==> config.mk <==
export PLATFORM = sky130hd
export DESIGN_NAME = rng_uniform_to_float_multiword_flat
export DESIGN_NICKNAME = d
export VERILOG_FILES = /design/src/rtl/rng_uniform_to_float_multiword_pkg.sv /design/src/rtl/rng_uniform_to_float_multiword_if.sv /design/src/rtl/rng_uniform_to_float_multiword_clz.sv /design/src/rtl/rng_uniform_to_float_multiword.sv /design/src/flat_wrapper.sv
export SDC_FILE = /design/constraint.sdc
export NUM_CORES = 1
export LEC_CHECK = 0
export CAP_MARGIN = 10
export CORE_MARGIN = 2
export CORE_UTILIZATION = 45
export DETAILED_ROUTE_END_ITERATION = 16
export PLACE_DENSITY = 0.84
export SLEW_MARGIN = 10
export SYNTH_ARGS = -nofsm -noshare
export SYNTH_HDL_FRONTEND = slang
export SYNTH_HIERARCHICAL = 1
export SYNTH_SLANG_ARGS = --single-unit
==> constraint.sdc <==
create_clock -name clock -period 4.4 [get_ports clock]
set_input_delay 0.88 -clock clock [delete_from_list [all_inputs] [get_ports clock]]
set_output_delay 0.88 -clock clock [all_outputs]
set_load 0.01 [all_outputs]
==> src/rtl/rng_uniform_to_float_multiword_pkg.sv <==
// Shared constants and types for the uniform-to-float converter.
// Word widths, bias and the multi-word exponent extension limit.
package rng_uniform_to_float_multiword_pkg;

    localparam int RNG_BY        = 32;
    localparam int RNG_MANT_BW   = 23;
    localparam int RNG_EXP_PART  = 9;
    localparam int RNG_EXP_BW    = 8;
    localparam int RNG_BIAS      = 127;
    localparam int RNG_MAX_WORDS = 4;

    localparam int RNG_WORDS_W = $clog2(RNG_MAX_WORDS) + 1;
    localparam int RNG_LZ_W    = $clog2(RNG_MAX_WORDS * RNG_EXP_PART + 1);

    typedef enum logic {
        IDLE,
        ACCUM
    } conv_state_t;

endpackage

==> src/rtl/rng_uniform_to_float_multiword_if.sv <==
// Valid/ready bundle between the URNG word source, the converter
// and the float consumer.
interface rng_uniform_to_float_multiword_if
    import rng_uniform_to_float_multiword_pkg::*;
#(
    parameter int BY      = RNG_BY,
    parameter int FLT_W   = RNG_EXP_BW + RNG_MANT_BW,
    parameter int WORDS_W = RNG_WORDS_W
);
    logic               in_valid;
    logic               in_ready;
    logic [BY-1:0]      uniform;
    logic               out_valid;
    logic               out_ready;
    logic [FLT_W-1:0]   floating;
    logic               out_underflow;
    logic [WORDS_W-1:0] out_words;

    modport master (
        output in_valid, uniform, out_ready,
        input  in_ready, out_valid, floating, out_underflow, out_words
    );

    modport slave (
        input  in_valid, uniform, out_ready,
        output in_ready, out_valid, floating, out_underflow, out_words
    );

endinterface

==> src/rtl/rng_uniform_to_float_multiword_clz.sv <==
// Count of leading zeros of a W-bit value; all-zero input yields W.
module rng_uniform_to_float_multiword_clz #(
    parameter int W  = 9,
    parameter int CW = $clog2(W + 1)
) (
    input  logic [W-1:0]  value,
    output logic [CW-1:0] count
);

    // Ascending scan: the highest set bit is the last one to win.
    always_comb begin
        count = CW'(W);
        for (int i = 0; i < W; i++) begin
            if (value[i]) count = CW'(W - 1 - i);
        end
    end

endmodule

==> src/rtl/rng_uniform_to_float_multiword.sv <==
// Uniform words to normalised floats, extending the exponent range
// by chaining extra words while the exponent field is all zero.
module rng_uniform_to_float_multiword
    import rng_uniform_to_float_multiword_pkg::*;
#(
    parameter int BY        = RNG_BY,
    parameter int MANT_BW   = RNG_MANT_BW,
    parameter int EXP_PART  = RNG_EXP_PART,
    parameter int EXP_BW    = RNG_EXP_BW,
    parameter int BIAS      = RNG_BIAS,
    parameter int MAX_WORDS = RNG_MAX_WORDS
) (
    input logic clock,
    input logic reset,
    rng_uniform_to_float_multiword_if.slave bus
);

    localparam int WORDS_W = $clog2(MAX_WORDS) + 1;
    localparam int LZ_W    = $clog2(MAX_WORDS * EXP_PART + 1);
    localparam int CLZ_W   = $clog2(EXP_PART + 1);

    conv_state_t        state;
    logic [LZ_W-1:0]    lz_acc;
    logic [WORDS_W-1:0] word_cnt;

    logic [EXP_PART-1:0] e;
    logic [MANT_BW-1:0]  m;
    logic [CLZ_W-1:0]    e_lz;
    logic [LZ_W-1:0]     lz_base;
    logic [LZ_W-1:0]     lz_total;
    logic [EXP_BW-1:0]   exp_val;
    logic                accept;

    assign e = bus.uniform[BY-1 -: EXP_PART];
    assign m = bus.uniform[MANT_BW-1:0];

    assign bus.in_ready = !bus.out_valid || bus.out_ready;
    assign accept = bus.in_valid && bus.in_ready;

    rng_uniform_to_float_multiword_clz #(
        .W (EXP_PART)
    ) u_clz (
        .value (e),
        .count (e_lz)
    );

    assign lz_base  = (state == ACCUM) ? lz_acc : '0;
    assign lz_total = lz_base + LZ_W'(e_lz);
    assign exp_val  = EXP_BW'(BIAS - 1) - EXP_BW'(lz_total);

    always_ff @(posedge clock or posedge reset) begin
        if (reset) begin
            state             <= IDLE;
            lz_acc            <= '0;
            word_cnt          <= '0;
            bus.out_valid     <= 1'b0;
            bus.floating      <= '0;
            bus.out_underflow <= 1'b0;
            bus.out_words     <= '0;
        end else begin
            if (bus.out_valid && bus.out_ready) bus.out_valid <= 1'b0;
            if (accept) begin
                if (e != '0) begin
                    bus.out_valid     <= 1'b1;
                    bus.floating      <= {exp_val, m};
                    bus.out_underflow <= 1'b0;
                    bus.out_words     <= word_cnt + 1'b1;
                    lz_acc            <= '0;
                    word_cnt          <= '0;
                    state             <= IDLE;
                end else if (word_cnt == WORDS_W'(MAX_WORDS - 1)) begin
                    bus.out_valid     <= 1'b1;
                    bus.floating      <= '0;
                    bus.out_underflow <= 1'b1;
                    bus.out_words     <= WORDS_W'(MAX_WORDS);
                    lz_acc            <= '0;
                    word_cnt          <= '0;
                    state             <= IDLE;
                end else begin
                    lz_acc   <= lz_base + LZ_W'(EXP_PART);
                    word_cnt <= word_cnt + 1'b1;
                    state    <= ACCUM;
                end
            end
        end
    end

endmodule

==> src/flat_wrapper.sv <==
// flat-port wrapper written by rule: the top's interface ports become plain ports
module rng_uniform_to_float_multiword_flat import rng_uniform_to_float_multiword_pkg::*;
#(
    parameter int BY        = RNG_BY,
    parameter int MANT_BW   = RNG_MANT_BW,
    parameter int EXP_PART  = RNG_EXP_PART,
    parameter int EXP_BW    = RNG_EXP_BW,
    parameter int BIAS      = RNG_BIAS,
    parameter int MAX_WORDS = RNG_MAX_WORDS
)
  (clock, reset, bus_in_valid, bus_uniform, bus_out_ready, bus_in_ready, bus_out_valid, bus_floating, bus_out_underflow, bus_out_words);
  rng_uniform_to_float_multiword_if #(.BY(BY)) bus_i ();
  input logic clock;
  input logic reset;
  input wire logic [$bits(bus_i.in_valid)-1:0] bus_in_valid;
  input wire logic [$bits(bus_i.uniform)-1:0] bus_uniform;
  input wire logic [$bits(bus_i.out_ready)-1:0] bus_out_ready;
  output wire logic [$bits(bus_i.in_ready)-1:0] bus_in_ready;
  output wire logic [$bits(bus_i.out_valid)-1:0] bus_out_valid;
  output wire logic [$bits(bus_i.floating)-1:0] bus_floating;
  output wire logic [$bits(bus_i.out_underflow)-1:0] bus_out_underflow;
  output wire logic [$bits(bus_i.out_words)-1:0] bus_out_words;
  assign bus_i.in_valid = bus_in_valid;
  assign bus_i.uniform = bus_uniform;
  assign bus_i.out_ready = bus_out_ready;
  assign bus_in_ready = bus_i.in_ready;
  assign bus_out_valid = bus_i.out_valid;
  assign bus_floating = bus_i.floating;
  assign bus_out_underflow = bus_i.out_underflow;
  assign bus_out_words = bus_i.out_words;
  rng_uniform_to_float_multiword #(.BY(BY), .MANT_BW(MANT_BW), .EXP_PART(EXP_PART), .EXP_BW(EXP_BW), .BIAS(BIAS), .MAX_WORDS(MAX_WORDS)) u_core (.clock(clock), .reset(reset), .bus(bus_i));
endmodule
# [After elaboration in Yosys (flattened, before gate mapping)]
# Index checks and enable logic that the tools add are counted.
[op_classes] n_addsub=4 n_eq_ne=1 mux=26 n_reduce_logical=7
[ops] operator="$mux W31" n=2
[ops] operator="$mux W4" n=8
[ops] operator="$mux W6" n=3
[ops] operator="$mux W3" n=4
[ops] operator="$mux W1" n=9
[ops] operator="$reduce_bool A9 Y1" n=1
[ops] operator="$sub A7 B6 Y8 const A" n=1
[ops] operator="$add A6 B4 Y6" n=1
[ops] operator="$add A6 B4 Y6 const B" n=1
[ops] operator="$add A3 B1 Y3 const B" n=1
[ops] operator="$eq A3 B2 Y1 const B" n=1
[ops] operator="$logic_and A1 B1 Y1" n=2
[ops] operator="$reduce_and A2 Y1" n=1
[ops] operator="$reduce_bool A2 Y1" n=1
[ops] operator="$logic_not A1 Y1" n=1
[ops] operator="$logic_or A1 B1 Y1" n=1
[totals] reg_bits=46 output_inout_bits=37 word_cells=45 input_bits=36

# [Longest topological paths before layout]
[depth] ltp_word=12 ltp_mapped=11 mapped_depth_nobuf=11

# [Cells and area by module]
# The synthesis kept the hierarchy.
[modules_own_cells] module="rng_uniform_to_float_multiword" instances=1 cells_per_inst=203 area_each_um2=2160.8
[modules_own_cells] module="rng_uniform_to_float_multiword_clz" instances=1 cells_per_inst=15 area_each_um2=85.1

# [Worst setup path after synthesis]
# OpenSTA, ideal clock, no wires.
[synth_path] path_kind="input to register" start="input port bus_uniform[24]" end="register u_core.bus.floating[28]" setup_slack_ns=1.270 path_stages=10 path_buffers=0 t_arrival_ns=3.061 t_required_ns=4.331 cell_sequence="nor2_1 a221oi_2 o31a_1 ha_1 o221a_1 and3_4 o31a_1 mux2_4 or4_1 nand3_1"
[synth_between] elab_chain_len=11 elab_cells_between_ends=14 cone_classes="add/sub (2); mux (9); reduce/logical (3)"
[synth_rtl] item="start, declared" line="flat_wrapper.sv:16" text="input wire logic [$bits(bus_i.uniform)-1:0] bus_uniform;"
[synth_rtl] item="$mux W4 (8 in series)" line="rng_uniform_to_float_multiword_clz.sv:14" text="if (value[i]) count = CW'(W - 1 - i);"
[synth_rtl] item="net u_core.e_lz[0]" line="rng_uniform_to_float_multiword.sv:28" text="logic [CLZ_W-1:0] e_lz;"
[synth_rtl] item="$add A6 B4 Y6" line="rng_uniform_to_float_multiword.sv:48" text="assign lz_total = lz_base + LZ_W'(e_lz);"
[synth_rtl] item="$sub A7 B6 Y8" line="rng_uniform_to_float_multiword.sv:49" text="assign exp_val = EXP_BW'(BIAS - 1) - EXP_BW'(lz_total);"
[synth_rtl] item="$mux W31" line="rng_uniform_to_float_multiword.sv:63" text="if (e != '0) begin"
[synth_rtl] item="end signal, assigned" line="rng_uniform_to_float_multiword.sv:65" text="bus.floating <= {exp_val, m};"
[synth_rtl] item="end, declared" line="rng_uniform_to_float_multiword_if.sv:26" text="output in_ready, out_valid, floating, out_underflow, out_words"
# The timed path passes the listed nets, and every way through them passes these cells.
# A chain may end at the register's enable or synchronous reset.

# [Worst setup path after layout]
[layout_path] start="input port bus_uniform[26]" end="register u_core.bus.floating[28]"
[layout_between] elab_chain_len=9 elab_cells_between_ends=12 cone_classes="add/sub (2); mux (7); reduce/logical (3)"
[layout_rtl] item="$mux W4 (6 in series)" line="rng_uniform_to_float_multiword_clz.sv:14"
[layout_rtl] item="net u_core.e_lz[1]" line="rng_uniform_to_float_multiword.sv:28"
[layout_rtl] item="$add A6 B4 Y6" line="rng_uniform_to_float_multiword.sv:48"
[layout_rtl] item="$sub A7 B6 Y8" line="rng_uniform_to_float_multiword.sv:49"
[layout_rtl] item="$mux W31" line="rng_uniform_to_float_multiword.sv:63"
# The timed path passes the listed nets, and every way through them passes these cells.

==> results.sh <==
export IMPL_status="complete, no violations"
export IMPL_die_h_um=74.6
export IMPL_crit_path_start_kind="primary input"
export IMPL_synth_edf_count=0
export IMPL_min_delay_start="u_core/bus.floating[26]"
export IMPL_antenna_left=0
export IMPL_clkLatencyLatePin_ns=0.29
export IMPL_fin_crit_sh_pct=83.1
export IMPL_rrSetupSlack_ns=1.59
export IMPL_leakagePower_uw=0.00138
export IMPL_end_kind="flip-flop"
export IMPL_met3_usage_pct=5.76
export IMPL_clkSinkCount=45
export IMPL_cts_tree="done"
export IMPL_mostFrequentLayoutCells="clkdlybuf4s50_1, dfrtp_1, nand2_1, a22o_1, nor2_1"
export IMPL_ir_drop_mv=0.241
export IMPL_setup_violations=0
export IMPL_route_detailed_drc=0
export IMPL_slew_viol_final=0
export IMPL_final_cells=354
export IMPL_yosys_top_cells_area="dfrtp_1, a22o_1, nand2_1"
export IMPL_final_setup_tns_ns=0
export IMPL_finalWorstPathRequiredPeriod_ns=3.65
export IMPL_arrival_ns=3.89
export IMPL_p_total_uw=1020
export IMPL_dp_hpwl_um=3760
export IMPL_use_met1_pct=28.2
export IMPL_synth_top_area_cell="dfrtp_1"
export IMPL_diodes=0
export IMPL_skew_ns=0.00412
export IMPL_start_util_pct=47.2
export IMPL_routed_wirelength_um=5430
export IMPL_tightest_slew_ns=0.812
export IMPL_firstDrtPassIters=4
export IMPL_clkSlewWorstSetupHoldPaths_ns=0.08
export IMPL_nets=331
export IMPL_htreeDepth=2
export IMPL_ys_flop_type="dfrtp_1"
export IMPL_max_cap_viol_count=0
export IMPL_syn_cell_area_sq_mm=0.00225
export IMPL_grtUsageTotal_pct=20.3
export IMPL_dieArea_sq_mm=0.00557
export IMPL_startpoint="bus_uniform[26]"
export IMPL_post_cts_setup_buffers=0
export IMPL_rsz0062_at_grt="no"
export IMPL_synth_area_per_cell_sq_um=10.3
export IMPL_syn_inst=218
export IMPL_cts_max_path_buffers=2
export IMPL_fin_hold_ws_ns=0.484
export IMPL_drt_first_iter_violations=157
export IMPL_post_route_util_pct=64.8
export IMPL_power_density_mw_per_mm2=331
export IMPL_gp_congestion=0.956
export IMPL_synth_warnings=6
export IMPL_rows=25
export IMPL_crit_required_ns=4.63
export IMPL_layout_drive_gt1_share_pct=6.97
export IMPL_final_common_cell="clkdlybuf4s50_1"
export IMPL_die_width_um=74.6
export IMPL_grt_max_degree=46
export IMPL_relSlewSlack_pct=45.9
export IMPL_cts_hold_buf=0
export IMPL_r2r_start="u_core/state"
export IMPL_worstReg2RegEnd="u_core/bus.floating[28]"
export IMPL_via_per_inst=5.35
export IMPL_placed_cells=347
export IMPL_worstHoldPathType="reg -> reg"
export IMPL_fmax_mhz=274
export IMPL_hold_viol_final=0
export IMPL_grt_pass1_wl_um=8660
export IMPL_cp_max_fo=6
export IMPL_grt_use_met2_pct=31.8
export IMPL_portBuffers=71
export IMPL_vias=1894
export IMPL_cts_buffers_inserted=5
export IMPL_reg2reg_depth=8
export IMPL_fillers=383
export IMPL_cts_resized=0
export IMPL_cts_root_buf="clkbuf_8"
export IMPL_ys_ff_latch=45
export IMPL_ios=73
export IMPL_antenna_found_initial=0
export IMPL_synth_cell_types=46
export IMPL_synth_top_cell_area_share_pct=50.1
export IMPL_area_delta_synth_final_pct=37.3
export IMPL_async_flop_share_pct=100
export IMPL_worstSetupEndpoint="u_core/bus.floating[28]"
export IMPL_grt_pass1_vias=1831
export IMPL_busiest_layer="met2"
export IMPL_overflow=0
export IMPL_seq_area_frac_synth_pct=50.1
export IMPL_synth_nets=262
export IMPL_wl_per_cell_um=15.3
export IMPL_core_area_sq_mm=0.00475
export IMPL_critical_path_class="in -> reg"
## kinds of logic (layout without fill, tap and decap cells)
kind of cell    after synthesis  after routing  share of synthesized area, %
compound gates               70             70                          23.2
xor+xnor                      6              6                          2.34
fa+ha+maj                     8              8                          4.46
buf+inv                      18             87                          4.90
flops                        45             45                          50.1
mux                           1              1                         0.668
other cells                   1              1                         0.167
simple gates                 69             69                          14.2
## cell usage after synthesis (2+ instances only)
cell,instances
o31a_1,2
nor3_1,4
dfrtp_1,45
a22o_1,27
xnor2_1,3
nand2_1,31
a21oi_1,11
xor2_1,3
clkbuf_1,6
nand3_1,5
nor2_1,15
o21ai_0,12
inv_1,6
buf_6,4
ha_1,8
and2_1,4
o211ai_1,3
## registers in the layout, indices dropped and copies added (netlist names)
signal and count:
u_core/bus.floating 30, u_core/lz_acc 6, u_core/bus.out_words 3, u_core/word_cnt 3, u_core/bus.out_underflow 1, u_core/bus.out_valid 1, u_core/state 1
## metal layers
metal	routed length (um)	share of wire [%]
met3	322	5.9
met4	26	0.48
met5	0	0
met1	2360	43
met2	2720	50
## worst max-delay path, cell delays in order
cell and delay, ns:
clkdlybuf4s50_1 0.45, nor2_1 0.18, o21ai_0 0.10, a21boi_0 0.55
xor2_1 0.15, ha_1 0.25, a21oi_1 0.17, nor2_1 0.08
nor3_1 0.25, o211ai_1 0.21, or4_1 0.51, nand3_1 0.10
## final cells by class
cell class                 count  area, sq um  area share (%)
multi-input combinational    155         1010            32.9
clock inverter                 2         35.0            1.14
clock buffer                   5         68.8            2.23
inverter                       6         22.5           0.731
tap                           67         83.8            2.72
timing repair buffer          74          733            23.8
sequential                    45         1130            36.5
## metrics by stage
step / setup WS, ns / instance area [sq um]
after floorplan: 1.27 / 2250
after global placement: 0.672 / 2980
after detailed placement: 0.545 / 2980
after CTS: 0.794 / 3080
after global routing: 0.414 / 3080
final: 0.745 / 3080
## where the power goes
group          switching, uW  internal (uW)
sequential              25.2            457
combinational            100            138
clock                    135            165
## how the worst min path moves through the flow
stage                               to  slack, ns  depth (start not counted)
3_3_place_gp        u_core/word_cnt[1]       0.46                          2
3_5_place_dp   u_core/bus.floating[26]       0.47                          2
6_report       u_core/bus.floating[26]       0.48                          2
2_1_floorplan       u_core/word_cnt[1]       0.44                          2
4_1_cts        u_core/bus.floating[26]       0.49                          2
5_1_grt         u_core/bus.floating[9]       0.52                          1
No activity file was read; power rests on OpenSTA's default activity.
